--- src/rtl/mem_arbiter.sv ---
// mem_arbiter: two-requester (instruction fetch / data) single-port memory arbiter.
// Each cycle one request may be granted. The granted command is latched and
// presented on the memory port in the following cycle, and the response
// (rvalid plus read word) appears one cycle after that, so a new access can
// start every cycle.
// Data has priority over fetch by default.
// Optional feature: define MEM_ARB_FAIRNESS_EN to add a fetch starvation
// counter. When the counter reaches STARVE_LIMIT lost cycles, fetch wins the
// next arbitration.
module mem_arbiter #(
  parameter int unsigned STARVE_LIMIT = 4
) (
  input  logic        clk,
  input  logic        rst_n,
  // instruction fetch port
  input  logic        if_req,
  input  logic [13:0] if_addr,
  output logic        if_gnt,
  output logic        if_rvalid,
  output logic [31:0] if_rdata,
  // data port
  input  logic        d_req,
  input  logic        d_we,
  input  logic [13:0] d_addr,
  input  logic [31:0] d_wdata,
  input  logic [2:0]  d_type,
  output logic        d_gnt,
  output logic        d_rvalid,
  output logic [31:0] d_rdata,
  // memory port
  output logic        m_is_store,
  output logic [13:0] m_addr,
  output logic [31:0] m_wdata,
  output logic [2:0]  m_type,
  input  logic [31:0] m_loaddata
);

  localparam int unsigned AW = 14;
  localparam int unsigned DW = 32;
  localparam int unsigned TW = 3;
  localparam int unsigned CW = 4;

  typedef enum logic [1:0] {
    IDLE   = 2'd0,
    ACC_IF = 2'd1,
    ACC_D  = 2'd2
  } state_t;

  state_t state;
  state_t state_next;
  logic   force_if;

  // Reject starvation limits the 4-bit counter cannot represent
  if (STARVE_LIMIT < 1 || STARVE_LIMIT > 15) begin : g_bad_limit
    $error("mem_arbiter: STARVE_LIMIT must be in 1..15");
  end

`ifdef MEM_ARB_FAIRNESS_EN
  logic [CW-1:0] starve_cnt;

  assign force_if = if_req && (starve_cnt >= CW'(STARVE_LIMIT));

  // Count cycles fetch is requesting but losing; clear when it wins or drops
  always_ff @(posedge clk or negedge rst_n) begin
    if (!rst_n) begin
      starve_cnt <= '0;
    end else if (!if_req || if_gnt) begin
      starve_cnt <= '0;
    end else begin
      starve_cnt <= starve_cnt + CW'(1);
    end
  end
`else
  assign force_if = 1'b0;
`endif

  // State register: which command owns the memory port this cycle
  always_ff @(posedge clk or negedge rst_n) begin
    if (!rst_n) begin
      state <= IDLE;
    end else begin
      state <= state_next;
    end
  end

  // Next state follows this cycle's grant; no grant means the port goes idle
  always_comb begin
    state_next = IDLE;
    if (d_gnt) begin
      state_next = ACC_D;
    end else if (if_gnt) begin
      state_next = ACC_IF;
    end
  end

  // Arbitration outputs: forced fetch, then data, then fetch; silent in reset
  always_comb begin
    if_gnt = 1'b0;
    d_gnt  = 1'b0;
    if (rst_n) begin
      if (force_if) begin
        if_gnt = 1'b1;
      end else if (d_req) begin
        d_gnt = 1'b1;
      end else if (if_req) begin
        if_gnt = 1'b1;
      end
    end
  end

  // Command register driving the memory port; cleared when nothing is granted
  always_ff @(posedge clk or negedge rst_n) begin
    if (!rst_n) begin
      m_is_store <= 1'b0;
      m_addr     <= '0;
      m_wdata    <= '0;
      m_type     <= '0;
    end else if (d_gnt) begin
      m_is_store <= d_we;
      m_addr     <= d_addr;
      m_wdata    <= d_wdata;
      m_type     <= d_type;
    end else if (if_gnt) begin
      m_is_store <= 1'b0;
      m_addr     <= if_addr;
      m_wdata    <= '0;
      m_type     <= '0;
    end else begin
      m_is_store <= 1'b0;
      m_addr     <= AW'(0);
      m_wdata    <= DW'(0);
      m_type     <= TW'(0);
    end
  end

  // Response stage: capture read data for the port owner and pulse its rvalid
  always_ff @(posedge clk or negedge rst_n) begin
    if (!rst_n) begin
      if_rvalid <= 1'b0;
      d_rvalid  <= 1'b0;
      if_rdata  <= '0;
      d_rdata   <= '0;
    end else begin
      if_rvalid <= (state == ACC_IF);
      d_rvalid  <= (state == ACC_D);
      if (state == ACC_IF) begin
        if_rdata <= m_loaddata;
      end
      if (state == ACC_D && !m_is_store) begin
        d_rdata <= m_loaddata;
      end
    end
  end

endmodule
--- config.mk ---
export PLATFORM = sky130hd
export DESIGN_NAME = mem_arbiter
export DESIGN_NICKNAME = d
export VERILOG_FILES = /design/src/rtl/mem_arbiter.sv
export SDC_FILE = /design/constraint.sdc
export NUM_CORES = 1
export LEC_CHECK = 0
export BUFFER_PORTS_ARGS = -buffer_cell sky130_fd_sc_hd__clkbuf_2
export CAP_MARGIN = 20
export CORE_MARGIN = 1.5
export CORE_UTILIZATION = 30
export DETAILED_ROUTE_END_ITERATION = 7
export GPL_TIMING_DRIVEN = 1
export PLACE_DENSITY = 0.66
export SYNTH_ARGS = -nofsm -noshare
export SYNTH_HDL_FRONTEND = slang
export SYNTH_SLANG_ARGS = --single-unit
--- constraint.sdc ---
create_clock -name clk -period 1.6 [get_ports clk]
set_input_delay 0.48 -clock clk [delete_from_list [all_inputs] [get_ports clk]]
set_output_delay 0.48 -clock clk [all_outputs]
set_load 0.01 [all_outputs]
# Word-level counts from Yosys, hierarchy flattened
# Cells that the tools add are included.
# totals
elab_cells,25
out_inout_bits,118
ff_bits,118
in_bits,100
# op_classes
mux,12
reduce_logical,2
eq_ne,2
# op_table
operator,n
$mux 32,1
$mux 14,2
$mux 1,7
$mux 3,1
$eq 2x1->1 const B,1
$eq 2x2->1 const B,1
$mux 2,1
$logic_and 1x1->1,1
$logic_not 1->1,1

# Logic depth before layout (Yosys ltp)
# logic_depth
depth_word,5
depth_mapped,4
mapped_depth_nobuf,2

# Least setup slack after synthesis
# No wires, ideal clock.
# synth_path
path_kind,input to output
start,in if_req
end,out if_gnt
stages,3
path_slack_ns,0.042
arrival_ns,1.078
path_buffers,2
required_ns,1.120
path_cell_list,clkbuf_1 -> buf_2 -> and3b_1
# synth_via
elab_chain_cells,3
# synth_rtl
element,line,source
"start, declared",16,"input logic if_req,"
$mux 1,105,end else if (if_req) begin
$mux 1,103,end else if (d_req) begin
$mux 1,100,if (rst_n) begin
"end, declared",18,"output logic if_gnt,"
# Every way passes these cells.

# Final worst setup path
# layout_path
start,reg m_is_store
end,out m_is_store
# layout_rtl
element,line,source
"start, declared",31,"output logic m_is_store,"
"start signal, assigned",119,m_is_store <= d_we;
# No word-level cell between the ends.

==> reports/results.env <==
STATUS='finished clean'
ANTENNA_FOUND_INITIAL=0
VDD.IR_DROP.WORST_mV=0.624
DETAILROUTE.WIRELENGTH.MET2_UM=5070
CRITPATHMAXFANOUT=2
PORT_BUFFERS=217
SYNTH_COMMONEST_CELLS='118 x sky130_fd_sc_hd__dfrtp_1, 63 x sky130_fd_sc_hd__mux2_2, 36 x sky130_fd_sc_hd__and3_1'
ROUTED_WL_UM=10500
RSZ_0062_RAISED_AFTER_GLOBAL_ROUTING='false'
CRIT_PATH_START_KIND='flop'
YOSYSUNIQUECELLTYPES=15
MAXSLEWHEADROOM_PCT=78.5
ROUTE.ANTENNA.REMAINING_NETS=0
YOSYS_REGISTER_BITS=118
NUMBER_OF_CLOCK_SINKS_SEEN_BY_CTS=118
PLACED_INSTANCES=674
DRTPASS1ITERATIONS=4
LAYOUT_OVERHEAD_ON_THE_SYNTHESIZED_AREA_PCT=43.7
WORSTSETUPPATHTYPE='flop to output pin'
POST_SYNTHESIS_INSTANCE_AREA_UM2=4350
DR.FIRST_ITER.DRC_COUNT=116
DIEAREA_UM2=15200
SYNTH.NET_COUNT=387
POWER.STATIC_LEAKAGE_nW=3.30
LAYOUT_WORST_PATH_CYCLE_SHARE_PCT=89.7
GRT_FIRST_PASS_WIRELENGTH_UM=16100
NUMBER_OF_NETS_AT_THE_END_OF_THE_FLOW=614
DIE_W_UM=123
CP_CELL_SEQUENCE='clkbuf_2'
PROPORTION_OF_SYNTHESIZED_CHIP_AREA_IN_SEQUENTIAL_CELLS_PCT=67.9
LAYOUT-DRIVE-GT1-SHARE_PCT=60.8
METAL3_WL_UM=826
NUM_VIAS=3129
CRITICAL_PATH.N_BUFFERS_INVERTERS=1
CLKLATENCYLATEPIN_NS=0.40
WORST_PATH_MAX_DELAY_CELL='sky130_fd_sc_hd__dfrtp_1'
YOSYS.AREA.TOP_TYPE_SHARE_PCT=67.9
ANTENNA_CELLS=0
CLOCK.FMAX_MHz=697
POSTSYNTH.TOPFLOPCELL='sky130_fd_sc_hd__dfrtp_1'
CTS_TREE='yes'
SYNTHTOPCELLSBYAREA='sky130_fd_sc_hd__dfrtp_1 68%, sky130_fd_sc_hd__mux2_2 16%, sky130_fd_sc_hd__and3_1 5.2%'
SYNTH-EDFF-COUNT=0
FIN_TOTAL_PWR_W=0.00861
EFFECTIVE_UTILIZATION_AT_FLOORPLAN_PCT=31.0
SETUP_VIOL=0
CRIT_FAMILY='flip-flops'
CLOCK-ROOT-BUFFER='sky130_fd_sc_hd__clkbuf_16'
POST_DRT_WL_PER_CELL_UM=14.8
POST_CTS_BUFFERS=0
CLOCK-SKEW-FINAL_NS=0.00982
GRT-OVFL-TOTAL=0
SYNTH_MOST_COMMON_CELL='sky130_fd_sc_hd__dfrtp_1'
FIN_CELLS=706
POST_DRT_VIA_CELL_RATIO=4.43
CORE_UM2=14000
SYNTH.YOSYS.WARNINGS=0
ASYNCSETRESETFLOPFRACSYNTH_PCT=100
DIE_HEIGHT_UM=123
CTS_HTREE_LEVELS=4
TIMING.FINAL.MAX_SLEW_VIOLATIONS=0
POST_SYNTHESIS_CELL_COUNT=287
CRITPATHARRIVALTIME_NS=0.95
FINALWORSTPATHREQUIREDPERIOD_NS=1.43
MET1WIRELENGTH_UM=4450
CLOCK_PATH_BUFFERS=2
GRT_MAX_DEGREE=82
PLACER_S_FINAL_ROUTABILITY_CONGESTION_ESTIMATE=0.777
POST_CTS_RESIZED=0
WORST_SETUP_PATH_END_KIND='output pin'
DRCVIOLATIONCOUNT=0
IO-PIN-COUNT=218
CTS_BUFFERS=17
TIMING.FINAL.HOLD_VIOLATIONS=0
AVG_CELL_AREA_SYN_UM2=15.2
STDCELL_AREA_UM2=6250
WORST_SETUP_HOLD_PATH_CLK_SLEW_NS=0.05
FINALSETUPTNS_NS=0
TIMING.MAX_CAP.VIOLATIONS=0
PWR_DENSITY_CELL_nW_PER_UM2=1380
STD_CELL_ROWS=43
TOP_LAYER_USED='met4'
HOLD_PATH_CLASS='input pin to async pin'
NUMBER_OF_GLOBAL_ROUTE_VIAS_BEFORE_REPAIR=3256
DPL_CELL_AREA_UM2=5660
REQ_TIME_CRIT_PATH_NS=1.12
HPWL_UM=7390
CPPEAKSTAGEDELAY_NS=0.39
TIGHTESTPINTRANSITION_NS=0.322
GROUTE.USAGE.OVERALL_PCT=14.1
SYNTHDOMINANTAREACELLTYPE='sky130_fd_sc_hd__dfrtp_1'
==> flip-flops by register name (all words and copies together) (netlist names) <==
signal,count
d_rdata,32
if_rdata,32
m_wdata,32
m_addr,14
m_type,3
state,2
d_rvalid,1
if_rvalid,1
m_is_store,1
==> power by group <==
group          internal, W  switching (W)  leakage, nW
Combinational     0.000662       0.000619         1.55
Sequential         0.00337       0.000193         1.48
Clock              0.00247        0.00129        0.276
Total              0.00651        0.00210         3.30
==> cells in the final DEF, fill, tap and decap left out, types with 4 or more instances in the layout <==
cell / n
sky130_fd_sc_hd__buf_4: 8
sky130_fd_sc_hd__mux2_2: 63
sky130_fd_sc_hd__nand2_1: 14
sky130_fd_sc_hd__clkbuf_1: 4
sky130_fd_sc_hd__clkbuf_2: 216
sky130_fd_sc_hd__a21boi_0: 14
sky130_fd_sc_hd__clkbuf_16: 17
sky130_fd_sc_hd__dfrtp_1: 118
sky130_fd_sc_hd__nand3b_1: 14
sky130_fd_sc_hd__and3_1: 36
==> logic make-up (layout without fill, tap and decap cells) <==
kind of cell           count (synthesis)  in the layout  synth area share [%]
muxes                                 64             64                  16.6
AOI/OAI and AO/OA                     14             14                  2.42
DFF                                  118            118                  67.9
and+or+nand+nor                       70             70                  10.1
buffers and inverters                 21            260                  3.11
==> final cells by class <==
class                   instances  area (um2)
clock buffers                  22         454
clock inverters                 9         128
well taps                     180         225
flip-flops and latches        118        2950
repair buffers                229        1220
fillers                      1320        7790
multi-input cells             148        1270
==> per-layer routing <==
layer	global-route usage [%]	vias up
li1	-	1453
met1	17.3	1527
met2	22.1	141
met3	5.67	8
met4	5.89	0
met5	0	-
==> timing repair <==
item                                    in CTS  in global routing
hold endpoints to repair                     1                  0
hold buffers                                 1                  0
endpoints found under the setup margin       0                  0
==> worst paths after layout <==
check                          startpoint           to  slack, ns  cells after the start
max                            m_is_store   m_is_store       0.17                      1
min                                 rst_n     d_rvalid       0.12                      2
max reg2reg                      state[0]  d_rdata[15]       0.20                      3
min reg2reg                   d_rdata[24]  d_rdata[24]       0.49                      1
max in group asynchronous           rst_n  d_rdata[17]       0.86                      3
min in group clk           m_loaddata[24]  d_rdata[24]       0.30                      2
==> metrics by stage <==
step	utilization (%)	hold slack [ns]	setup slack [ns]
6_report	44.5	0.122	0.166
5_1_grt	44.5	0.143	0.107
4_1_cts	44.5	0.120	0.134
3_5_place_dp	40.3	0.290	0.193
3_3_place_gp	40.3	0.289	0.191
2_1_floorplan	-	0.184	0.0419
No activity file was read; power rests on OpenSTA's default activity.
